## config.mk

```make
export PLATFORM = sky130hd
export DESIGN_NAME = mem_bus_arbiter
export DESIGN_NICKNAME = d
export VERILOG_FILES = /design/src/rtl/mem_bus_arbiter_pkg.sv /design/src/rtl/mem_tag_owner_table.sv /design/src/rtl/mem_bus_arbiter.sv
export SDC_FILE = /design/constraint.sdc
export NUM_CORES = 1
export LEC_CHECK = 0
export ABC_AREA = 1
export BUFFER_PORTS_ARGS = -buffer_cell sky130_fd_sc_hd__buf_2
export CORE_AREA = 4 4 207 209
export CTS_BUF_LIST = sky130_fd_sc_hd__clkbuf_16
export DETAILED_ROUTE_END_ITERATION = 10
export DIE_AREA = 0 0 211 213
export PLACE_DENSITY = 0.47
export SETUP_SLACK_MARGIN = 0.3
export SLEW_MARGIN = 10
export SYNTH_ARGS = -nofsm -noshare
export SYNTH_HDL_FRONTEND = slang
export SYNTH_SLANG_ARGS = --single-unit
export TNS_END_PERCENT = 1
```

## constraint.sdc

```tcl
create_clock -name clock -period 2.2 [get_ports clock]
set_input_delay 0.55 -clock clock [delete_from_list [all_inputs] [get_ports clock]]
set_output_delay 0.55 -clock clock [all_outputs]
set_load 0.02 [all_outputs]
```

## src/rtl/mem_bus_arbiter_pkg.sv

```systemverilog
// Shared definitions for the memory bus arbiter.
//   BUS_COMMAND : command encoding on the cache/memory buses
//   OWNER_T     : which cache owns an outstanding memory tag
package mem_bus_arbiter_pkg;

    typedef enum logic [1:0] {
        BUS_NONE  = 2'h0,
        BUS_LOAD  = 2'h1,
        BUS_STORE = 2'h2
    } BUS_COMMAND;

    typedef enum logic [1:0] {
        OWN_NONE = 2'h0,
        OWN_I    = 2'h1,
        OWN_D    = 2'h2
    } OWNER_T;

endpackage

```

## src/rtl/mem_tag_owner_table.sv

```systemverilog
// Tag owner table: one OWNER_T entry per memory tag.
//   clock, reset       : posedge clock, async active-low reset (all entries OWN_NONE)
//   wr_en/wr_tag/wr_owner : record owner of a newly accepted load tag
//   clr_en/clr_tag     : release a tag whose data has returned
//   rd_tag/rd_owner    : combinational lookup (pre-edge contents)
// A write and a clear to the same tag in one cycle: the write wins.
module mem_tag_owner_table
    import mem_bus_arbiter_pkg::*;
#(
    parameter int unsigned TAG_BITS = 4
) (
    input  logic                clock,
    input  logic                reset,
    input  logic                wr_en,
    input  logic [TAG_BITS-1:0] wr_tag,
    input  OWNER_T              wr_owner,
    input  logic                clr_en,
    input  logic [TAG_BITS-1:0] clr_tag,
    input  logic [TAG_BITS-1:0] rd_tag,
    output OWNER_T              rd_owner
);

    localparam int unsigned Depth = 2 ** TAG_BITS;

    OWNER_T owner_q [Depth];

    always_ff @(posedge clock or negedge reset) begin
        if (!reset) begin
            for (int i = 0; i < Depth; i++) begin
                owner_q[i] <= OWN_NONE;
            end
        end else begin
            if (clr_en) begin
                owner_q[clr_tag] <= OWN_NONE;
            end
            // Ordered after the clear so a same-cycle reissue keeps the new owner.
            if (wr_en) begin
                owner_q[wr_tag] <= wr_owner;
            end
        end
    end

    assign rd_owner = owner_q[rd_tag];

    // Memory handed out a tag that is still outstanding (and not being released now).
    always @(posedge clock) begin
        if (reset && wr_en && !(clr_en && clr_tag == wr_tag)) begin
            assert (owner_q[wr_tag] == OWN_NONE)
            else $error("owner table: tag %0d reissued while still owned", wr_tag);
        end
    end

endmodule

```

## src/rtl/mem_bus_arbiter.sv

```systemverilog
// Arbitrates the icache and dcache onto the single main-memory port and routes
// returning load data back to the cache that issued the load.
//   clock, reset                  : posedge clock, async active-low reset
//   Icache2mem_command/addr       : icache request (loads only)
//   Dcache2mem_command/addr/data  : dcache request (loads and stores)
//   mem2proc_response             : memory accept tag for this cycle, 0 = rejected
//   mem2proc_data/tag             : returning load data and its tag, tag 0 = none
//   proc2mem_command/addr/data    : forwarded winning request
//   Imem2proc_response/data/tag   : icache view of memory
//   Dmem2proc_response/data/tag   : dcache view of memory
// Request path is purely combinational; the only state is the starvation counter
// and the tag owner table.
module mem_bus_arbiter
    import mem_bus_arbiter_pkg::*;
#(
    parameter int unsigned TAG_BITS     = 4,
    parameter int unsigned STARVE_LIMIT = 3
) (
    input  logic                clock,
    input  logic                reset,
    input  logic [1:0]          Icache2mem_command,
    input  logic [63:0]         Icache2mem_addr,
    input  logic [1:0]          Dcache2mem_command,
    input  logic [63:0]         Dcache2mem_addr,
    input  logic [63:0]         Dcache2mem_data,
    input  logic [TAG_BITS-1:0] mem2proc_response,
    input  logic [63:0]         mem2proc_data,
    input  logic [TAG_BITS-1:0] mem2proc_tag,
    output logic [1:0]          proc2mem_command,
    output logic [63:0]         proc2mem_addr,
    output logic [63:0]         proc2mem_data,
    output logic [TAG_BITS-1:0] Imem2proc_response,
    output logic [63:0]         Imem2proc_data,
    output logic [TAG_BITS-1:0] Imem2proc_tag,
    output logic [TAG_BITS-1:0] Dmem2proc_response,
    output logic [63:0]         Dmem2proc_data,
    output logic [TAG_BITS-1:0] Dmem2proc_tag
);

    localparam int unsigned StarveW = $clog2(STARVE_LIMIT + 1);
    localparam logic [StarveW-1:0] StarveMax = StarveW'(STARVE_LIMIT);

    logic [StarveW-1:0] starve_q, starve_d;
    logic               i_req, d_req, grant_i, grant_d, accepted;
    logic               load_granted, tbl_wr_en, tbl_clr_en;
    OWNER_T             tbl_wr_owner, tbl_rd_owner;

    always_comb begin
        // Holding everything idle while reset is low also suppresses table writes.
        i_req   = reset && (Icache2mem_command != BUS_NONE);
        d_req   = reset && (Dcache2mem_command != BUS_NONE);
        grant_i = i_req && (!d_req || starve_q == StarveMax);
        grant_d = d_req && !grant_i;
        accepted = mem2proc_response != '0;

        proc2mem_command   = BUS_NONE;
        proc2mem_addr      = '0;
        proc2mem_data      = '0;
        Imem2proc_response = '0;
        Dmem2proc_response = '0;
        load_granted       = 1'b0;

        if (grant_i) begin
            proc2mem_command   = Icache2mem_command;
            proc2mem_addr      = Icache2mem_addr;
            Imem2proc_response = mem2proc_response;
            load_granted       = Icache2mem_command == BUS_LOAD;
        end else if (grant_d) begin
            proc2mem_command   = Dcache2mem_command;
            proc2mem_addr      = Dcache2mem_addr;
            Dmem2proc_response = mem2proc_response;
            load_granted       = Dcache2mem_command == BUS_LOAD;
            if (Dcache2mem_command == BUS_STORE) begin
                proc2mem_data = Dcache2mem_data;
            end
        end

        tbl_wr_en    = load_granted && accepted;
        tbl_wr_owner = grant_i ? OWN_I : OWN_D;
        tbl_clr_en   = reset && (mem2proc_tag != '0);

        // Any cycle icache wants the bus and does not get accepted counts as a loss.
        if (i_req && !(grant_i && accepted)) begin
            starve_d = (starve_q == StarveMax) ? starve_q : starve_q + StarveW'(1);
        end else begin
            starve_d = '0;
        end

        Imem2proc_tag = (tbl_clr_en && tbl_rd_owner == OWN_I) ? mem2proc_tag : '0;
        Dmem2proc_tag = (tbl_clr_en && tbl_rd_owner == OWN_D) ? mem2proc_tag : '0;
    end

    assign Imem2proc_data = mem2proc_data;
    assign Dmem2proc_data = mem2proc_data;

    always_ff @(posedge clock or negedge reset) begin
        if (!reset) begin
            starve_q <= '0;
        end else begin
            starve_q <= starve_d;
        end
    end

    mem_tag_owner_table #(
        .TAG_BITS (TAG_BITS)
    ) u_owner_table (
        .clock    (clock),
        .reset    (reset),
        .wr_en    (tbl_wr_en),
        .wr_tag   (mem2proc_response),
        .wr_owner (tbl_wr_owner),
        .clr_en   (tbl_clr_en),
        .clr_tag  (mem2proc_tag),
        .rd_tag   (mem2proc_tag),
        .rd_owner (tbl_rd_owner)
    );

endmodule

```

==> results_dict.tcl, run 1 <==
set metrics [dict create \
    hold_buffers 0 \
    worst_slack_ns -0.340 \
    post-route-period-util_pct 115 \
    drc 0 \
    critPathCaptureType "output port" \
    vias 6300 \
    drt-initial-drc-count 331 \
    avgRoutedWirePerCell_um 17.9 \
    yosys.area_share.simple_pct 46.1 \
    cts_buffers 5 \
    port-buffer-count 351 \
    core-area_um2 40800 \
    holdCritPathClass "in -> async" \
    cp_slowest_cell "dfrtp_1" \
    cpMostUsedCell "buf_12" \
    fin_crit_ns 2.54 \
    cp_top_family "buffers and inverters" \
    synth_xor_xnor_area_share_pct 0.174 \
    nets 1376 \
    clk_latency_ns 0.28 \
    ir_drop_uv 246 \
    grtUsageTotal_pct 12.3 \
    synth-edff-count 0 \
    die_h_um 213 \
    synth_compound_area_share_pct 6.36 \
    worstPathCellList "ha_2 -> inv_2 -> nand2_2 -> nand2_4 -> buf_12 -> nand2_8 -> buf_12 -> buf_12 -> nor3b_2 -> buf_4" \
    crit_fanout 10 \
    synth_adder_area_share_pct 0.249 \
    setup_viol 146 \
    slew_headroom_pct 68.1 \
    cpPeakStageDelay_ns 0.39 \
    drive_gt1_share_pct 46.0 \
    ys.warnings.count 0 \
    skew_ns 0.00712 \
    dpl_cell_area_um2 7500 \
    worstPathRequired_ns 1.65 \
    drv_cap 0 \
    grt_max_degree 65 \
    drv_slew 0 \
    finalHoldViolCount 0 \
    ys_seq_area_share_pct 16.9 \
    worstPathArrival_ns 1.99 \
    wl_mm 29.3 \
    clk_pin_slew_ns 0.06 \
    ys_types 24 \
    grt_antenna_before_repair 8 \
    drtPass1Iterations 5 \
    syn_inst 865 \
    stdcell_area_um2 8310 \
    h-tree-depth 2 \
    start_util_pct 12.3 \
    cts_sinks 34 \
    crit_buf_inv 5 \
    fin_util_pct 20.4 \
    status "complete, but fails checks" \
    rsz0062_at_grt "true" \
    dieWidth_um 211 \
    power.density_nw_per_um2 426 \
    antenna_left 0 \
    p_leak_nw 4.47 \
    synth_mux_area_share_pct 0.597 \
    fillers 4627 \
    synth_top_family_by_area "simple AND/OR/NAND/NOR gates" \
    syn_nets 1136 \
    tightestPinTransition_ns 0.478 \
    synth_flop_cell "dfrtp_1" \
    cts_buffer_depth 2 \
    gp_congestion 0.891 \
    grt_first_pass_wirelength_mm 41.3 \
    grt_pass1_vias 6145 \
    syn_area_um2 5030 \
    io_pins 544 \
    ys_ff_latch 34 \
    async_reset_ff_share_pct 100 \
    syn_area_per_cell_um2 5.82 \
    areaGrowthSynthToFinish_pct 65.2 \
    cts_tree "built" \
    critical_path.startpoint_type "flop" \
    gr-total-overflow 0 \
    timing.fmax_mhz 394 \
    via_per_inst 3.84 \
    dp_hpwl_mm 25.5 \
    rows 74 \
    die-area_um2 44900 \
    root_buffer "clkbuf_16" \
    critical_path_class "reg -> out" \
    failed_checks "negative setup slack" \
]
==> worst reg2reg max path, cell delays in order, from the launching register on <==
cell     delay, ns
dfrtp_1       0.39
ha_2          0.21
inv_2         0.09
nand2_2       0.07
nand2_4       0.09
buf_4         0.33
o31ai_1       0.21
nand3_2       0.12
buf_12        0.22
o21ai_0       0.13
==> metrics by stage <==
step                      setup WS [ns]  total power, W  cells  hold WS [ns]  TNS (ns)
after CTS                        -0.355         0.00357   1636         0.257    -35.28
after global routing             -0.442         0.00384   1638         0.264    -48.92
after global placement           -0.652         0.00276   1621         0.367    -53.08
after floorplan                -0.00583         0.00235    865         0.254    -0.106
after detailed placement         -0.593         0.00277   1621         0.368    -47.94
final                            -0.340         0.00354   1639         0.251    -34.50
==> cells by family (layout without fill, tap and decap cells) <==
| group | Yosys count | after routing |
|---|---|---|
| AOI/OAI and AO/OA | 61 | 61 |
| xor gates and xnor gates | 1 | 1 |
| adders and majority gates | 1 | 1 |
| buffers and inverters | 249 | 490 |
| DFF | 34 | 34 |
| muxes | 3 | 3 |
| other | 0 | 1 |
| and+or+nand+nor | 516 | 516 |
==> flip-flops by register name (all words and copies together) (netlist names) <==
signal,cells
starve_q,2
u_owner_table.owner_q,32
==> layer usage <==
metal,track usage [%],vias up,wire length (µm)
met2,21.0,327,14400
met3,3.60,57,2320
met5,0,-,27
met1,14.7,2838,11400
li1,-,3074,-
met4,4.23,4,1140
==> power by group <==
part | leakage, nW | total (W) | internal, W | switching [W]
Clock | 0.0672 | 0.000698 | 0.000414 | 0.000284
Sequential | 0.455 | 0.000867 | 0.000781 | 0.0000868
Combinational | 3.95 | 0.00198 | 0.000810 | 0.00117
==> repair_timing <==
action / CTS / global route
pin swaps: 4 / 3
setup buffers: 7 / 1
endpoints found under the setup margin: 176 / 176
gates cloned: 0 / 1
gates resized for setup: 174 / 8
==> final timing paths <==
kind / slack, ns / endpoint / start / depth (start not counted)
setup reg to reg: 0.22 / u_owner_table.owner_q[16] / starve_q[0] / 9
setup / recovery: -0.34 / proc2mem_data[63] / starve_q[0] / 10
min in group clock: 0.38 / u_owner_table.owner_q[31] / u_owner_table.owner_q[31] / 0
hold reg to reg: 0.38 / u_owner_table.owner_q[31] / u_owner_table.owner_q[31] / 0
hold / removal: 0.25 / starve_q[0] / reset / 2
max in group asynchronous: 1.45 / u_owner_table.owner_q[22] / reset / 2
==> Yosys cell counts, types with 2 or more instances <==
master | number | share of area [%]
nand2_1 | 300 | 22
buf_4 | 129 | 19
nand3_1 | 89 | 8.9
inv_1 | 65 | 4.8
nor3b_1 | 64 | 9.5
nor2_1 | 54 | 4.0
dfrtp_1 | 34 | 17
o21ai_0 | 32 | 3.2
buf_2 | 27 | 2.7
clkbuf_1 | 21 | 1.6
o21ai_1 | 21 | 2.1
buf_6 | 5 | 1.1
o21a_1 | 4 | 0.60
mux2i_1 | 3 | 0.60
nand2_2 | 3 | 0.37
nand4_1 | 3 | 0.37
a21oi_1 | 2 | 0.20
inv_2 | 2 | 0.15
o31ai_1 | 2 | 0.30
==> layout make-up <==
type | count | area, µm² | share of cell area [%]
multi-input cells | 582 | 3450 | 41.6
repair buffers | 415 | 2940 | 35.3
flip-flops and latches | 34 | 851 | 10.2
well taps | 532 | 666 | 8.01
inverters | 67 | 259 | 3.12
clock buffers | 5 | 125 | 1.51
clock inverters | 3 | 16.3 | 0.196
diodes | 1 | 2.50 | 0.0301
==> cell usage in the layout (no fill, tap or decap), types with 12 or more instances in the layout <==
cell type | Yosys | layout
nand2_1 | 300 | 294
buf_2 | 27 | 257
nand3_1 | 89 | 86
buf_6 | 5 | 72
buf_4 | 129 | 71
inv_1 | 65 | 64
nor3b_4 | 0 | 58
nor2_1 | 54 | 50
dfrtp_1 | 34 | 34
o21ai_0 | 32 | 32
o21ai_1 | 21 | 21
buf_12 | 0 | 12
(Power assumes the default switching activity.)
==> run 2, diff against run 1 <==
- ABC_AREA: 1 -> unset
- CORE_AREA: 4 4 207 209 -> 4 4 210 212
- DIE_AREA: 0 0 211 213 -> 0 0 214 216
- PLACE_DENSITY: 0.47 -> 0.44
==> run 2 against run 1 <==
The flow still finishes with violations (negative setup slack). Register-to-register slack better by 0.02 ns. Combinational power decreased by 31%. Design area decreased by 11%. Maximum frequency is 0.71% lower. Highest routed layer unchanged. Global-route usage is 2.8 points lower. Die area is 2.9% higher. Largest cell class is now non-clock buffers. Final cell count decreased by 20%.
==> results_dict.tcl, run 2 <==
set metrics [dict create \
    clk_pin_slew_ns 0.06 \
    ys_ff_latch 34 \
    route.met3.wl_mm 1.71 \
    power.density_nw_per_um2 377 \
    finalSetupTns_ns -27.72 \
    io_pins 544 \
    antenna_left 0 \
    stdcell_area_um2 7400 \
    core-area_um2 41900 \
    worstPathCellList "buf_12 -> buf_12 -> mux2i_1 -> mux4_2 -> nor2b_4 -> a2bb2oi_2 -> and2_4 -> buf_6" \
    top_regs "u_owner_table.owner_q: 32 flops, starve_q: 2 flops" \
    wl_met1_mm 9.49 \
    skew_ns 0.00717 \
    drv_cap 0 \
    worst_slack_ns -0.358 \
    crit_buf_inv 3 \
    slew_headroom_pct 72.5 \
    start_util_pct 10.1 \
    fin_util_pct 17.6 \
    cpPeakStageDelay_ns 0.50 \
    syn_area_um2 4250 \
    worstPathArrival_ns 2.01 \
    drive_gt1_share_pct 64.0 \
    cts_tree "built" \
    timing.fmax_mhz 391 \
    grt_antenna_before_repair 4 \
    grtUsageTotal_pct 9.46 \
    yosys.area.top_type "buf_4" \
    synth-edff-count 0 \
    root_buffer "clkbuf_16" \
    routed.top_layer "met5" \
    rows 75 \
    drv_slew 0 \
    finalHoldViolCount 0 \
    die-area_um2 46200 \
    ys_types 39 \
    wl_mm 23.6 \
    drc 0 \
    ys.warnings.count 0 \
    via_per_inst 3.52 \
    ys_seq_area_share_pct 20.0 \
    nets 1035 \
    rsz0062_at_grt "true" \
    largest_reg_flops 32 \
    grt_pass1_vias 5015 \
    status "complete, but fails checks" \
    drt-initial-drc-count 158 \
    syn_inst 528 \
    areaGrowthSynthToFinish_pct 74.1 \
    syn_area_per_cell_um2 8.05 \
    cts_buffers 5 \
    critical_path.startpoint_type "input pin" \
    critical_path_class "in -> out" \
    synth_top_family_by_area "buffers and inverters" \
    synth_compound_area_share_pct 15.7 \
    cts_buffer_depth 2 \
    synth_most_common_cell "buf_4" \
    cpMostUsedCell "buf_12" \
    worstPathRequired_ns 1.65 \
    drtPass1Iterations 4 \
    avgRoutedWirePerCell_um 18.1 \
    yosysTopAreaCellShare_pct 22.6 \
    synth_flop_cell "dfrtp_1" \
    gp_congestion 0.845 \
    setup_viol 145 \
    die_h_um 216 \
    p_total_w 0.00279 \
    critPathCaptureType "output port" \
    cts_sinks 34 \
    cp_slowest_cell "mux4_2" \
    cp_top_family "multiplexers" \
    ir_drop_uv 265 \
    dieWidth_um 214 \
    holdCritPathClass "in -> async" \
    grt_first_pass_wirelength_mm 33.2 \
    failed_checks "negative setup slack" \
    syn_nets 799 \
    dr_wl_met2_mm 11.4 \
    regMostFlops "u_owner_table.owner_q" \
    port-buffer-count 351 \
    crit_fanout 6 \
    dp_hpwl_mm 20.2 \
    synth_xor_xnor_area_share_pct 0.206 \
    final_cell_mix "buf_2, buf_6, buf_4, and2_1, nand2_1" \
    yosys.area_share.simple_pct 23.9 \
    hold_buffers 0 \
    synth_mux_area_share_pct 12.7 \
    post-route-period-util_pct 116 \
    async_reset_ff_share_pct 100 \
    p_leak_nw 3.61 \
    synth_area_leaders "buf_4, dfrtp_1, a22o_1" \
    synth_commonest_cells "buf_4, and2_1, a22o_1" \
    final_common_cell "buf_2" \
    grt_max_degree 60 \
    synth_adder_area_share_pct 0.295 \
    gr-total-overflow 0 \
    dpl_cell_area_um2 6010 \
    clk_latency_ns 0.28 \
    fin_crit_ns 2.56 \
    vias 4596 \
    tightestPinTransition_ns 0.405 \
    holdWs_ns 0.230 \
    h-tree-depth 2 \
]
-- run 2: cell families after synthesis --
kind of cell / Yosys count
buffers and inverters: 171
and+or+nand+nor: 192
DFF: 34
AOI/OAI and AO/OA: 79
adders and majority gates: 1
muxes: 50
xor gates and xnor gates: 1
-- run 2: power by group --
group	switching (W)	internal (W)	total [W]
clock network	0.000265	0.000412	0.000678
registers	0.0000525	0.000696	0.000748
logic	0.000692	0.000670	0.00136
-- run 2: cell type report --
type                       instances  area (µm²)
sequential                        34         851
antenna                            2        5.00
clock buffer                       5         125
clock inverter                     2        15.0
multi-input combinational        323        2690
inverter                           4        15.0
timing repair buffer             396        3020
fill                            4698       34500
tap                              539         674
-- run 2: per-layer routing --
layer	up-vias	global-route usage, %
met2	262	16.2
met3	69	2.33
li1	2140	-
met5	-	0
met1	2123	11.4
met4	2	3.91
-- run 2: per-stage QoR --
step                worst slack, ns  cells
floorplan                    -0.294    528
CTS                          -0.360   1303
global route                 -0.405   1304
detailed placement           -0.479   1294
finish                       -0.358   1305
global placement             -0.466   1294
-- run 2: worst reg2reg max path: cells and delay by family (launching register included) --
family	cells	cell delay, ns
AOI/OAI and AO/OA	2	0.29
and+or+nand+nor	2	0.51
buffers and inverters	2	0.29
DFF	1	0.39
muxes	1	0.16
adders and majority gates	1	0.18
-- run 2: final timing paths --
kind	start	endpoint	slack (ns)	cells after the start
hold / removal	reset	starve_q[1]	0.23	2
max in group asynchronous	reset	u_owner_table.owner_q[13]	1.34	4
min in group clock	u_owner_table.owner_q[31]	u_owner_table.owner_q[31]	0.38	0
setup reg to reg	starve_q[0]	u_owner_table.owner_q[19]	0.24	8
hold reg to reg	u_owner_table.owner_q[31]	u_owner_table.owner_q[31]	0.38	0
setup / recovery	mem2proc_tag[1]	Imem2proc_tag[0]	-0.36	8
-- run 2: what timing repair did --
action,CTS,global route
setup buffers,1,0
setup endpoints to repair,175,176
cloned,1,0
endpoints found under the hold margin,0,0
pin swaps,30,27
resized for setup,259,76
==> run 3, diff against run 2 <==
- SETUP_SLACK_MARGIN: 0.3 -> 0.4
==> run 3 against run 2 <==
The flow still finishes with violations (negative setup slack). Flip-flop and latch count did not move. Register-to-register slack is essentially flat. Power up 0.22%.
==> results_dict.tcl, run 3 (synthesis results as in run 2) <==
set metrics [dict create \
    top_usage_layer "met2" \
    cts_sinks 34 \
    die_h_um 216 \
    fin_crit_ns 2.56 \
    critPathCaptureType "output port" \
    dieWidth_um 214 \
    top_regs "u_owner_table.owner_q: 32 flops, starve_q: 2 flops" \
    grt_max_degree 60 \
    status "complete, but fails checks" \
    cts_buffer_depth 2 \
    cpPeakStageDelay_ns 0.50 \
    hold_buffers 0 \
    drtPass1Iterations 4 \
    areaGrowthSynthToFinish_pct 74.7 \
    die-area_um2 46200 \
    regArea_um2 851 \
    dp_hpwl_mm 20.2 \
    worst_slack_ns -0.358 \
    met3_usage_pct 2.33 \
    critical_path.startpoint_type "input pin" \
    holdCritPathClass "in -> async" \
    avgRoutedWirePerCell_um 18.1 \
    grt_first_pass_wirelength_mm 33.2 \
    regMostFlops "u_owner_table.owner_q" \
    worstPathArrival_ns 2.01 \
    nets 1035 \
    cpMostUsedCell "buf_12" \
    clk_latency_ns 0.28 \
    grt_use_met1_pct 11.4 \
    start_util_pct 10.1 \
    tightestPinTransition_ns 0.405 \
    r2r_end "u_owner_table.owner_q[19]" \
    worstPathCellList "buf_12 -> buf_12 -> mux2i_1 -> mux4_2 -> nor2b_4 -> a2bb2oi_2 -> and2_4 -> buf_6" \
    largest_reg_flops 32 \
    cts_tree "built" \
    drc 0 \
    critical_path_class "in -> out" \
    failed_checks "negative setup slack" \
    post-route-period-util_pct 116 \
    port-buffer-count 351 \
    fillers 4693 \
    vias 4606 \
    grt_antenna_before_repair 4 \
    rsz0062_at_grt "true" \
    dpl_cell_area_um2 6010 \
    drv_slew 0 \
    gr-total-overflow 0 \
    h-tree-depth 2 \
    root_buffer "clkbuf_16" \
    rr_worst_depth 8 \
    drt-initial-drc-count 179 \
    final_cell_mix "buf_2, buf_6, buf_4, and2_1, nand2_1" \
    drive_gt1_share_pct 64.3 \
    power.density_nw_per_um2 377 \
    multi_input_area_um2 2700 \
    cts_buffers 5 \
    skew_ns 0.00696 \
    grt_pass1_vias 5029 \
    slew_headroom_pct 72.5 \
    worstPathRequired_ns 1.65 \
    rows 75 \
    via_per_inst 3.53 \
    grtUsageTotal_pct 9.46 \
    clk_pin_slew_ns 0.06 \
    r2r_start "starve_q[0]" \
    io_pins 544 \
    stdcell_area_um2 7420 \
    setup_viol 145 \
    met2_usage_pct 16.1 \
    p_leak_nw 3.61 \
    finalHoldViolCount 0 \
    rrSetupSlack_ns 0.24 \
    fin_util_pct 17.7 \
    core-area_um2 41900 \
    final_common_cell "buf_2" \
    drv_cap 0 \
    ir_drop_uv 265 \
    antenna_left 0 \
    wl_mm 23.6 \
    timing.fmax_mhz 391 \
    crit_fanout 6 \
    cp_slowest_cell "mux4_2" \
    gp_congestion 0.845 \
]
[run 3: layer usage]
metal | routed length, µm | up-vias
li1 | - | 2141
met1 | 9460 | 2121
met2 | 11400 | 271
met3 | 1730 | 71
met4 | 969 | 2
met5 | 12 | -
[run 3: worst max-delay path by stage]
stage                                from                to  slack (ns)  cells past startpoint
after floorplan           mem2proc_tag[1]  Imem2proc_tag[0]       -0.29                      7
after global placement    mem2proc_tag[1]  Dmem2proc_tag[0]       -0.47                      8
after detailed placement  mem2proc_tag[1]  Imem2proc_tag[2]       -0.48                      8
after CTS                 mem2proc_tag[1]  Imem2proc_tag[0]       -0.36                      8
after global routing      mem2proc_tag[1]  Imem2proc_tag[0]       -0.40                      8
final                     mem2proc_tag[1]  Imem2proc_tag[0]       -0.36                      8
[run 3: layout make-up]
class / count / share of cell area (%)
well taps: 539 / 9.09
multi-input cells: 323 / 36.4
repair buffers: 396 / 40.8
flip-flops and latches: 34 / 11.5
inverters: 4 / 0.202
clock inverters: 2 / 0.202
clock buffers: 5 / 1.69
diodes: 2 / 0.0675
[run 3: per-stage QoR]
step           setup WS [ns]  TNS [ns]  power [W]  hold WS [ns]  instances
3_5_place_dp          -0.479    -30.25    0.00187         0.368       1294
2_1_floorplan         -0.294    -27.73    0.00162         0.254        528
4_1_cts               -0.360    -33.79    0.00276         0.237       1303
3_3_place_gp          -0.466    -28.54    0.00186         0.373       1294
6_report              -0.358    -27.80    0.00279         0.231       1305
5_1_grt               -0.405    -39.28    0.00295         0.240       1304
[run 3: repair_timing]
item                       4_1_cts  5_1_grt
setup endpoints to repair      176      176
cloned                           1        0
setup buffers                    1        0
pin swaps                       31       26
resized for setup              266       75
[run 3: where the power goes]
part | switching [W] | internal (W)
Combinational | 0.000694 | 0.000674
Sequential | 0.0000520 | 0.000696
Clock | 0.000266 | 0.000412
[run 3: worst max-delay path: cells and delay by family]
kind | cells | cell delay [ns]
buffers and inverters | 3 | 0.35
AO/OA/AOI/OAI | 1 | 0.17
AND/OR/NAND/NOR | 2 | 0.31
multiplexers | 2 | 0.62
